==> config.mk <==
export PLATFORM = sky130hd
export DESIGN_NAME = uart_tx_queue
export DESIGN_NICKNAME = d
export VERILOG_FILES = /design/src/rtl/uart_tx_queue.sv
export SDC_FILE = /design/constraint.sdc
export NUM_CORES = 1
export LEC_CHECK = 0
export BUFFER_PORTS_ARGS = -buffer_cell sky130_fd_sc_hd__buf_4
export CELL_PAD_IN_SITES_DETAIL_PLACEMENT = 1
export CELL_PAD_IN_SITES_GLOBAL_PLACEMENT = 1
export CORE_UTILIZATION = 49
export DETAILED_ROUTE_END_ITERATION = 12
export GPL_TIMING_DRIVEN = 0
export PLACE_DENSITY = 0.71
export SLEW_MARGIN = 10
export SYNTH_ARGS = -nofsm -noshare
export SYNTH_HDL_FRONTEND = slang
export SYNTH_SLANG_ARGS = --single-unit
==> constraint.sdc <==
create_clock -name clk -period 3.9 [get_ports clk]
set_clock_uncertainty 0.05 [all_clocks]
set_input_delay 0.585 -clock clk [delete_from_list [all_inputs] [get_ports clk]]
set_output_delay 0.585 -clock clk [all_outputs]
set_load 0.03 [all_outputs]
==> src/rtl/uart_tx_queue.sv <==
// Byte FIFO feeding a UART transmitter through a newd/donetx handshake, one byte in flight at a time.
// Define UART_TXQ_OVF_EN to add the sticky overflow output for dropped writes.
module uart_tx_queue #(
    parameter int DEPTH = 16,
    parameter int AW    = $clog2(DEPTH)
) (
    input  logic        clk,
    input  logic        rst,
    input  logic        wr_en,
    input  logic [7:0]  wr_data,
    output logic        full,
    output logic        empty,
    output logic [AW:0] count,
    output logic        newd,
    output logic [7:0]  dintx,
    input  logic        donetx,
    output logic        busy
`ifdef UART_TXQ_OVF_EN
    ,
    output logic        overflow
`endif
);

    typedef enum logic [1:0] {
        ST_IDLE     = 2'd0,
        ST_REQ      = 2'd1,
        ST_WAIT_LOW = 2'd2
    } state_t;

    localparam logic [AW:0] FULL_CNT = (AW+1)'(DEPTH);

    state_t          state_r;
    state_t          state_nxt_s;
    logic [7:0]      mem_r [DEPTH];
    logic [AW-1:0]   wr_ptr_r;
    logic [AW-1:0]   rd_ptr_r;
    logic [AW:0]     count_r;
    logic [AW:0]     count_nxt_s;
    logic            full_r;
    logic            empty_r;
    logic            newd_r;
    logic            newd_nxt_s;
    logic [7:0]      dintx_r;
    logic [7:0]      dintx_nxt_s;
    logic            busy_r;
    logic            done_q_r;
    logic            rise_s;
    logic            wr_accept_s;
    logic            pop_s;

    // full is the registered pre-edge value, so a write at full is dropped even when a pop happens in the same cycle
    assign wr_accept_s = wr_en & ~full_r;
    assign rise_s      = donetx & ~done_q_r;
    assign count_nxt_s = count_r + {{AW{1'b0}}, wr_accept_s} - {{AW{1'b0}}, pop_s};

    // Byte storage; contents need no reset because pointers and count define validity
    always_ff @(posedge clk) begin
        if (rst && wr_accept_s) begin
            mem_r[wr_ptr_r] <= wr_data;
        end
    end

    // State register plus all registered control and status
    always_ff @(posedge clk) begin
        if (!rst) begin
            state_r  <= ST_IDLE;
            wr_ptr_r <= {AW{1'b0}};
            rd_ptr_r <= {AW{1'b0}};
            count_r  <= {(AW+1){1'b0}};
            full_r   <= 1'b0;
            empty_r  <= 1'b1;
            newd_r   <= 1'b0;
            dintx_r  <= 8'h00;
            busy_r   <= 1'b0;
            done_q_r <= 1'b0;
        end else begin
            state_r  <= state_nxt_s;
            wr_ptr_r <= wr_accept_s ? wr_ptr_r + AW'(1) : wr_ptr_r;
            rd_ptr_r <= pop_s ? rd_ptr_r + AW'(1) : rd_ptr_r;
            count_r  <= count_nxt_s;
            full_r   <= (count_nxt_s == FULL_CNT);
            empty_r  <= (count_nxt_s == {(AW+1){1'b0}});
            newd_r   <= newd_nxt_s;
            dintx_r  <= dintx_nxt_s;
            busy_r   <= (state_nxt_s != ST_IDLE);
            done_q_r <= donetx;
        end
    end

    // Next-state logic for the transmit handshake
    always_comb begin
        state_nxt_s = state_r;
        case (state_r)
            ST_IDLE: begin
                if (!empty_r) begin
                    state_nxt_s = ST_REQ;
                end else begin
                    state_nxt_s = ST_IDLE;
                end
            end
            ST_REQ: begin
                if (rise_s) begin
                    state_nxt_s = ST_WAIT_LOW;
                end else begin
                    state_nxt_s = ST_REQ;
                end
            end
            ST_WAIT_LOW: begin
                if (donetx) begin
                    state_nxt_s = ST_WAIT_LOW;
                end else begin
                    state_nxt_s = ST_IDLE;
                end
            end
            default: begin
                state_nxt_s = ST_IDLE;
            end
        endcase
    end

    // Output logic: pop the head byte on leaving IDLE, hold the request until the frame-done edge
    always_comb begin
        pop_s       = 1'b0;
        newd_nxt_s  = newd_r;
        dintx_nxt_s = dintx_r;
        case (state_r)
            ST_IDLE: begin
                if (!empty_r) begin
                    pop_s       = 1'b1;
                    newd_nxt_s  = 1'b1;
                    dintx_nxt_s = mem_r[rd_ptr_r];
                end else begin
                    newd_nxt_s  = 1'b0;
                end
            end
            ST_REQ: begin
                if (rise_s) begin
                    newd_nxt_s = 1'b0;
                end else begin
                    newd_nxt_s = 1'b1;
                end
            end
            ST_WAIT_LOW: begin
                newd_nxt_s = 1'b0;
            end
            default: begin
                newd_nxt_s = 1'b0;
            end
        endcase
    end

`ifdef UART_TXQ_OVF_EN
    logic overflow_r;

    // Sticky record of any write refused because the queue was full
    always_ff @(posedge clk) begin
        if (!rst) begin
            overflow_r <= 1'b0;
        end else begin
            overflow_r <= overflow_r | (wr_en & full_r);
        end
    end

    assign overflow = overflow_r;
`endif

    assign full  = full_r;
    assign empty = empty_r;
    assign count = count_r;
    assign newd  = newd_r;
    assign dintx = dintx_r;
    assign busy  = busy_r;

endmodule

-- Word level (Yosys, flattened, before mapping)
Memories as Yosys holds them, arrays and structs flattened. A register that Yosys moved wholly into a read port is not among the register bits.
Cells that the tools add are included.
W data, S select, Z words.
- register bits: 20
- RAM bits: 128
- output and inout bits: 17
- memories: 1
- add/subtract/negate cells: 4
- eq/ne operators: 3
- muxes and demuxes: 10
- bitwise gates (word level): 5
- reductions and logical operators: 6
- memory list (memory ; depth ; bits a word ; rd ports ; clocked after memory_dff ; write ports ; RTL line ; source):
    mem_r ; 16 ; 8 ; 1 ; 1 ; 1 ; 34 ; logic [7:0] mem_r [DEPTH];
- operators with widths (cell ; count):
    $add A4 B1 Y4 const B ; 2
    $mux W1 ; 6
    $pmux W2 S3 ; 1
    $add A5 B1 Y5 ; 1
    $eq A5 B5 Y1 const B ; 1
    $logic_not A5 Y1 ; 1
    $sub A5 B1 Y5 ; 1
    $mux W2 ; 2
    $not A1 Y1 ; 3
    $and A1 B1 Y1 ; 2
    $eq A2 B1 Y1 const B ; 1
    $eq A2 B2 Y1 const B ; 1
    $logic_not A2 Y1 ; 1
    $pmux W1 S2 ; 1
    $reduce_and A2 Y1 ; 1
    $reduce_bool A2 Y1 ; 1
    $logic_and A1 B1 Y1 ; 1
    $logic_not A1 Y1 ; 1

-- Logic depth before layout (Yosys ltp)
Gate-level depths: netlist of the first run.
- word-level depth: 5
- depth in mapped cells: 12

-- Worst setup path before layout of the first run
Ideal clock, no wire load.
- path kind: input -> register
- from: input port wr_en
- to: register full_r (netlist: full)
- arrival time: 2.744 ns
- path slack: 1.003 ns
- stages on the path: 11
- buffers on the path: 1
- cells stage by stage: nor2b_1 > clkbuf_1 > inv_1 > ha_1 > inv_1 > ha_1 > inv_1 > fa_1 > xnor2_1 > or3b_1 > a2111oi_2
- word-level cells in the longest chain between the ends: 4
- RTL lines (element ; RTL line ; source):
    start: declaration ; 9 ; input logic wr_en,
    $and A1 B1 Y1 ; 52 ; assign wr_accept_s = wr_en & ~full_r;
    $add A5 B1 Y5 ; 54 ; assign count_nxt_s = count_r + {{AW{1'b0}}, wr_accept_s} - {{AW{1'b0}}, pop_s};
    $sub A5 B1 Y5 ; 54 ;
    $eq A5 B5 Y1 ; 81 ; full_r <= (count_nxt_s == FULL_CNT);
    end signal: assignment ; 81 ;
    end: declaration ; 39 ; logic full_r;
No other way between the ends.
A chain may end at the register's enable or synchronous reset.

-- Final worst setup path of the first run
- from: register state_r[0]
- to: register full_r (netlist: full)
- word-level cells in the longest chain between the ends: 4
- RTL lines (element ; RTL line ; source):
    start: declaration ; 32 ; state_t state_r;
    start signal: assignment ; 77 ; state_r <= state_nxt_s;
    $logic_not A2 Y1 ; 126 ; case (state_r)
    $mux W1 ; 126 ;
    net pop_s ; 49 ; logic pop_s;
    $sub A5 B1 Y5 ; 54 ;
    $eq A5 B5 Y1 ; 81 ;
The timed path passes the listed nets, and every way through them passes these cells.

==> results of run 1 <==
## Yosys cell counts, types with 5 or more instances
| master | n |
|---|---|
| nand2_1 | 8 |
| o221ai_1 | 8 |
| mux2i_1 | 16 |
| nor2_1 | 27 |
| xor2_1 | 5 |
| nand3_1 | 11 |
| clkbuf_1 | 5 |
| buf_2 | 9 |
| inv_1 | 11 |
| mux4_2 | 32 |
| ha_1 | 10 |
| edfxtp_1 | 128 |
| dfxtp_1 | 28 |
## where the power goes
group          internal, uW  switching, uW
combinational           509            634
sequential             1900           58.8
clock                   933            600
total                  3340           1290
## flip-flops by register name, indices dropped and copies added, names as in the netlist
| signal | flops |
|---|---|
| wr_ptr_r | 4 |
| full | 1 |
| newd | 1 |
| rd_ptr_r | 4 |
| mem_r | 128 |
| state_r | 2 |
| empty | 1 |
| done_q_r | 1 |
| count | 5 |
| dintx | 8 |
| busy | 1 |
## layer usage
metal  global-route usage  vias up
li1                     -     1420
met1               0.2985     1606
met2               0.3447       79
met3              0.06004       14
met4              0.07446        0
met5                    0        -
## worst min path at each step
stage	to	slack (ns)	cells after the start
after floorplan	newd	0.44	2
after global placement	dintx[1]	0.44	2
after detailed placement	dintx[2]	0.44	2
after CTS	done_q_r	0.35	2
after global routing	done_q_r	0.38	2
final	done_q_r	0.37	2
## critical path: stages (launching register included)
cell and delay, ns:
dfxtp_1 0.35, or3_1 0.39, inv_2 0.16, ha_1 0.26, inv_1 0.05, ha_1 0.17
inv_1 0.06, fa_1 0.41, xnor2_1 0.15, or3b_1 0.40, a2111oi_2 0.44
## cells in the final DEF, fill, tap and decap left out, types with 9 or more instances in the layout
cell	Yosys	final
buf_2	9	9
nand3_1	11	11
buf_4	0	28
mux2i_1	16	16
mux4_2	32	32
edfxtp_1	128	128
clkbuf_16	0	17
clkbuf_1	5	11
dfxtp_1	28	28
nor2_1	27	27
inv_1	11	11
ha_1	10	10
## cell families after synthesis
logic type	share of synthesized area
adders and majority gates	0.02365
DFF	0.7178
buffers and inverters	0.02325
muxes	0.1436
AOI/OAI and AO/OA	0.02529
and+or+nand+nor	0.05363
xor gates and xnor gates	0.01285
## layout make-up
class	count	area [sq um]
buffer	17	97.59
clock buffer	23	447.9
clock inverter	8	95.09
fill	1127	5012
inverter	12	45.04
multi-input combinational	155	1589
sequential	156	4404
tap	168	210.2
timing repair buffer	28	210.2
## stage by stage
stage            util  power [uW]  setup slack, ns  instance area (sq um)  instances
2_1_floorplan       -        2806            1.003                   6136        340
3_3_place_gp   0.5413        3105           0.5635                   6556        536
3_5_place_dp   0.5413        3148           0.4876                   6556        536
5_1_grt        0.5862        4838           0.6142                   7099        567
4_1_cts        0.5862        4678           0.8477                   7099        567
6_report       0.5862        4637           0.8736                   7099        567
==> results.json, run 1 <==
{
  "grt_pass1_vias": 3419,
  "r2r_end": "full",
  "synth_edf_count": 128,
  "worst_slew_pin_slew_ns": 1.048,
  "port_buffers": 28,
  "end_kind": "flop",
  "yosysSeqAreaShare": 0.7178,
  "drt-total-wl_mm": 12.77,
  "synth_ff_type": "edfxtp_1",
  "start_util": 0.5066,
  "finalNetCount": 410,
  "slew-limit-headroom": 0.2985,
  "cp.required_ns": 4.13,
  "met2_length_mm": 6.274,
  "finalSetupTns_ns": 0,
  "outcome": "finished clean",
  "drt-initial-drc-count": 266,
  "cts.sinks": 156,
  "remaining_drc_errors": 0,
  "area.growth.synth_to_final_pct": 15.70,
  "yosysUniqueCellTypes": 36,
  "viasPerCell": 5.501,
  "holdWs_ns": 0.3742,
  "wire_per_inst_um": 22.53,
  "critPathMaxFanout": 7,
  "wirelength_met1_mm": 5.681,
  "antenna_found_initial": 0,
  "clk_latency_ns": 0.41,
  "drive_above_1_share": 0.2506,
  "num_antenna_cells": 0,
  "leakage_uw": 0.002354,
  "num_vias": 3119,
  "cts_resized": 0,
  "cap_violations": 0,
  "dieHeight_um": 113.9,
  "die_area_sq_um": 12970,
  "synthesis.instances": 340,
  "grt_pass1_wl_mm": 19.88,
  "synth-async-reset-ratio": 0,
  "arrival_ns": 3.25,
  "coreArea_sq_um": 12110,
  "syn_nets": 363,
  "rsz0062_at_grt": "no",
  "critPathLaunch": "state_r[0]",
  "reg2reg_slack_ns": 0.87,
  "hold_buffers": 0,
  "critical_path.endpoint": "full",
  "holdCritStartpoint": "donetx",
  "yosys_warnings": 0,
  "maxSlewViolCount": 0,
  "grt_max_degree": 17,
  "layout_worst_path_cycle_share": 0.7760,
  "path_clk_slew_ns": 0.05,
  "rows": 40,
  "avgSynthCellArea_sq_um": 18.05,
  "ctsHtreeMaxLevel": 4,
  "cts_tree": "yes",
  "met3_length_um": 621,
  "period_minus_slack_ns": 3.026,
  "synth.area.top_cells": "edfxtp_1, mux4_2, dfxtp_1, mux2i_1, ha_1",
  "synth-seq-cells": 156,
  "top_layer": "met4",
  "die_w_um": 113.9,
  "antenna_left": 0,
  "grt_use_total": 0.2193,
  "hp-class": "in2reg",
  "rr_worst_depth": 10,
  "place_congestion": 0.7556,
  "dp_hpwl_mm": 8.591,
  "cp-start-kind": "flop",
  "syn_area_sq_um": 6136,
  "dr.pass1.iters": 4,
  "setup_viol": 0,
  "synth_largest_area_cell": "edfxtp_1",
  "cts-root-buf": "clkbuf_16",
  "post_cts_buffers": 0,
  "peakVddDrop_v": 0.0003567,
  "reg2reg_from": "state_r[0]",
  "max_freq_ghz": 0.3304,
  "p_per_area_nw_per_um2": 653.1,
  "hold_viol": 0,
  "grt_remaining_overflow": 0,
  "worst-setup-path-type": "reg2reg",
  "yosysTopAreaCellShare": 0.6264,
  "top_level_ports": 29,
  "cts_made_buffers": 17,
  "clk_path_buf_depth": 2
}
Power figures use the tool's default switching activity.
==> inputs of run 2 (changes only) <==
- clock period: 3.9 -> 3.15 ns (I/O delays scaled with it)
==> run 2 against run 1 <==
Against the previous run: first-iteration DRC count increased by 5.6%; critical path type unchanged; non-clock buffer count unchanged; via count increased by 0.61%; count of clock-buffer cells in the layout unchanged; critical endpoint unchanged; core utilization increased by 0.11 points.
==> results.json, run 2 (same netlist as run 1, synthesis figures left out) <==
{
  "peakVddDrop_v": 0.0004405,
  "worst-setup-path-type": "reg2reg",
  "hold_viol": 0,
  "worst_slack_ns": 0.1917,
  "cp-start-kind": "flop",
  "dr.pass1.iters": 4,
  "clkPwrFrac": 0.329,
  "swShare": 0.2805,
  "multi_input_area_sq_um": 1602,
  "port_buffers": 28,
  "post-route-cell-area_sq_um": 7113,
  "leakage_uw": 0.002357,
  "drive_above_1_share": 0.2531,
  "coreArea_sq_um": 12110,
  "critPathMaxFanout": 7,
  "path_cells": "or3_1, inv_2, ha_1, inv_1, ha_1, inv_1, fa_1, xnor2_1, or3b_1, a2111oi_4",
  "dieHeight_um": 113.9,
  "slew-limit-headroom": 0.2901,
  "p_int_uw": 4148,
  "ctsHtreeMaxLevel": 4,
  "layout_worst_path_cycle_share": 0.9391,
  "maxSlewViolCount": 0,
  "nFillCells": 1128,
  "num_antenna_cells": 0,
  "drt-initial-drc-count": 281,
  "p_per_area_nw_per_um2": 810.5,
  "worst-path-buf-inv": 3,
  "hp-class": "in2reg",
  "rows": 40,
  "clk_path_buf_depth": 2,
  "seqPwrFrac": 0.421,
  "period_minus_slack_ns": 2.958,
  "finalNetCount": 410,
  "p_comb_frac": 0.250,
  "fin_util": 0.5873,
  "crit_family": "adder cells",
  "cp.required_ns": 3.40,
  "grt_pass1_vias": 3419,
  "end_kind": "flop",
  "regMostFlops": "mem_r",
  "largest_register_ffs": 128,
  "clk_latency_ns": 0.41,
  "area.growth.synth_to_final_pct": 15.93,
  "layout_common_cells": "edfxtp_1, mux4_2, dfxtp_1, buf_4, nor2_1",
  "worst_slew_pin_slew_ns": 1.061,
  "top_level_ports": 29,
  "slowest_stage": "or3b_1",
  "cts.sinks": 156,
  "cts_tree": "yes",
  "dp_slack_ns": -0.1500,
  "place_congestion": 0.7556,
  "seqCellArea_sq_um": 4404,
  "die_area_sq_um": 12970,
  "dp_hpwl_mm": 8.591,
  "num_vias": 3138,
  "start_util": 0.5066,
  "grt_remaining_overflow": 0,
  "reg2reg_slack_ns": 0.19,
  "max_freq_ghz": 0.3380,
  "cts_made_buffers": 17,
  "hold_buffers": 0,
  "antenna_left": 0,
  "slowest_delay_ns": 0.42,
  "outcome": "finished clean",
  "wire_per_inst_um": 22.57,
  "grt_pass1_wl_mm": 19.88,
  "grt_use_total": 0.2193,
  "netSwitchingPower_uw": 1617,
  "remaining_drc_errors": 0,
  "cts-root-buf": "clkbuf_16",
  "viasPerCell": 5.534,
  "place_area_sq_um": 6556,
  "grt_max_degree": 17,
  "arrival_ns": 3.20,
  "cap_violations": 0,
  "rsz0062_at_grt": "no",
  "die_w_um": 113.9,
  "antenna_found_initial": 0,
  "final_common_cell": "edfxtp_1",
  "path_clk_slew_ns": 0.05,
  "drt-total-wl_mm": 12.80,
  "setup_viol": 0
}
-- run 2: cell count changes in the layout (fill, tap and decap cells not counted) --
| cell | delta |
|---|---|
| clkbuf_1 | -1 |
| a2111oi_2 | -1 |
| a2111oi_4 | +1 |
| clkbuf_2 | +1 |
-- run 2: power by group through the flow --
stage               clock (uW)  combinational (uW)  sequential [uW]
floorplan                    0                 878             2600
global placement             0                1380             2460
detailed placement           0                1430             2470
CTS                       1930                1440             2430
global route              2000                1570             2440
finish                    1900                1440             2430
-- run 2: per-layer routing --
metal  track usage  wire length (um)  up-vias
met2        0.3447              6244       88
li1              -                 -     1419
met3       0.06004               738       17
met1        0.2985              5600     1614
met4       0.07446               216        0
met5             0                 0        -
-- run 2: area by class of cell --
cell class                      instances  area share
Sequential cell                       156      0.6192
Multi-Input combinational cell        155      0.2252
Clock buffer                           23     0.06297
Timing Repair Buffer                   28     0.02955
Tap cell                              168     0.02955
Buffer                                 17     0.01390
Clock inverter                          8     0.01337
Inverter                               12    0.006332
-- run 2: worst paths after layout --
path | from | end | cells past startpoint
worst max-delay path | state_r[0] | full | 10
worst min-delay path | donetx | done_q_r | 2
worst max register to register | state_r[0] | full | 10
worst min register to register | dintx[2] | dintx[2] | 2
-- run 2: metrics by stage --
stage / std cells / hold WS, ns / TNS (ns) / power (uW)
after CTS: 567 / 0.2409 / 0 / 5791
after detailed placement: 536 / 0.4352 / -0.1500 / 3898
after floorplan: 340 / 0.4410 / 0 / 3474
after global placement: 536 / 0.4374 / -0.07403 / 3844
after global routing: 567 / 0.2681 / 0 / 6018
final: 567 / 0.2622 / 0 / 5765
-- run 2: what timing repair did --
action	in CTS	in global routing
resized for setup	0	3
endpoints found under the setup margin	0	1
buffers inserted	0	0
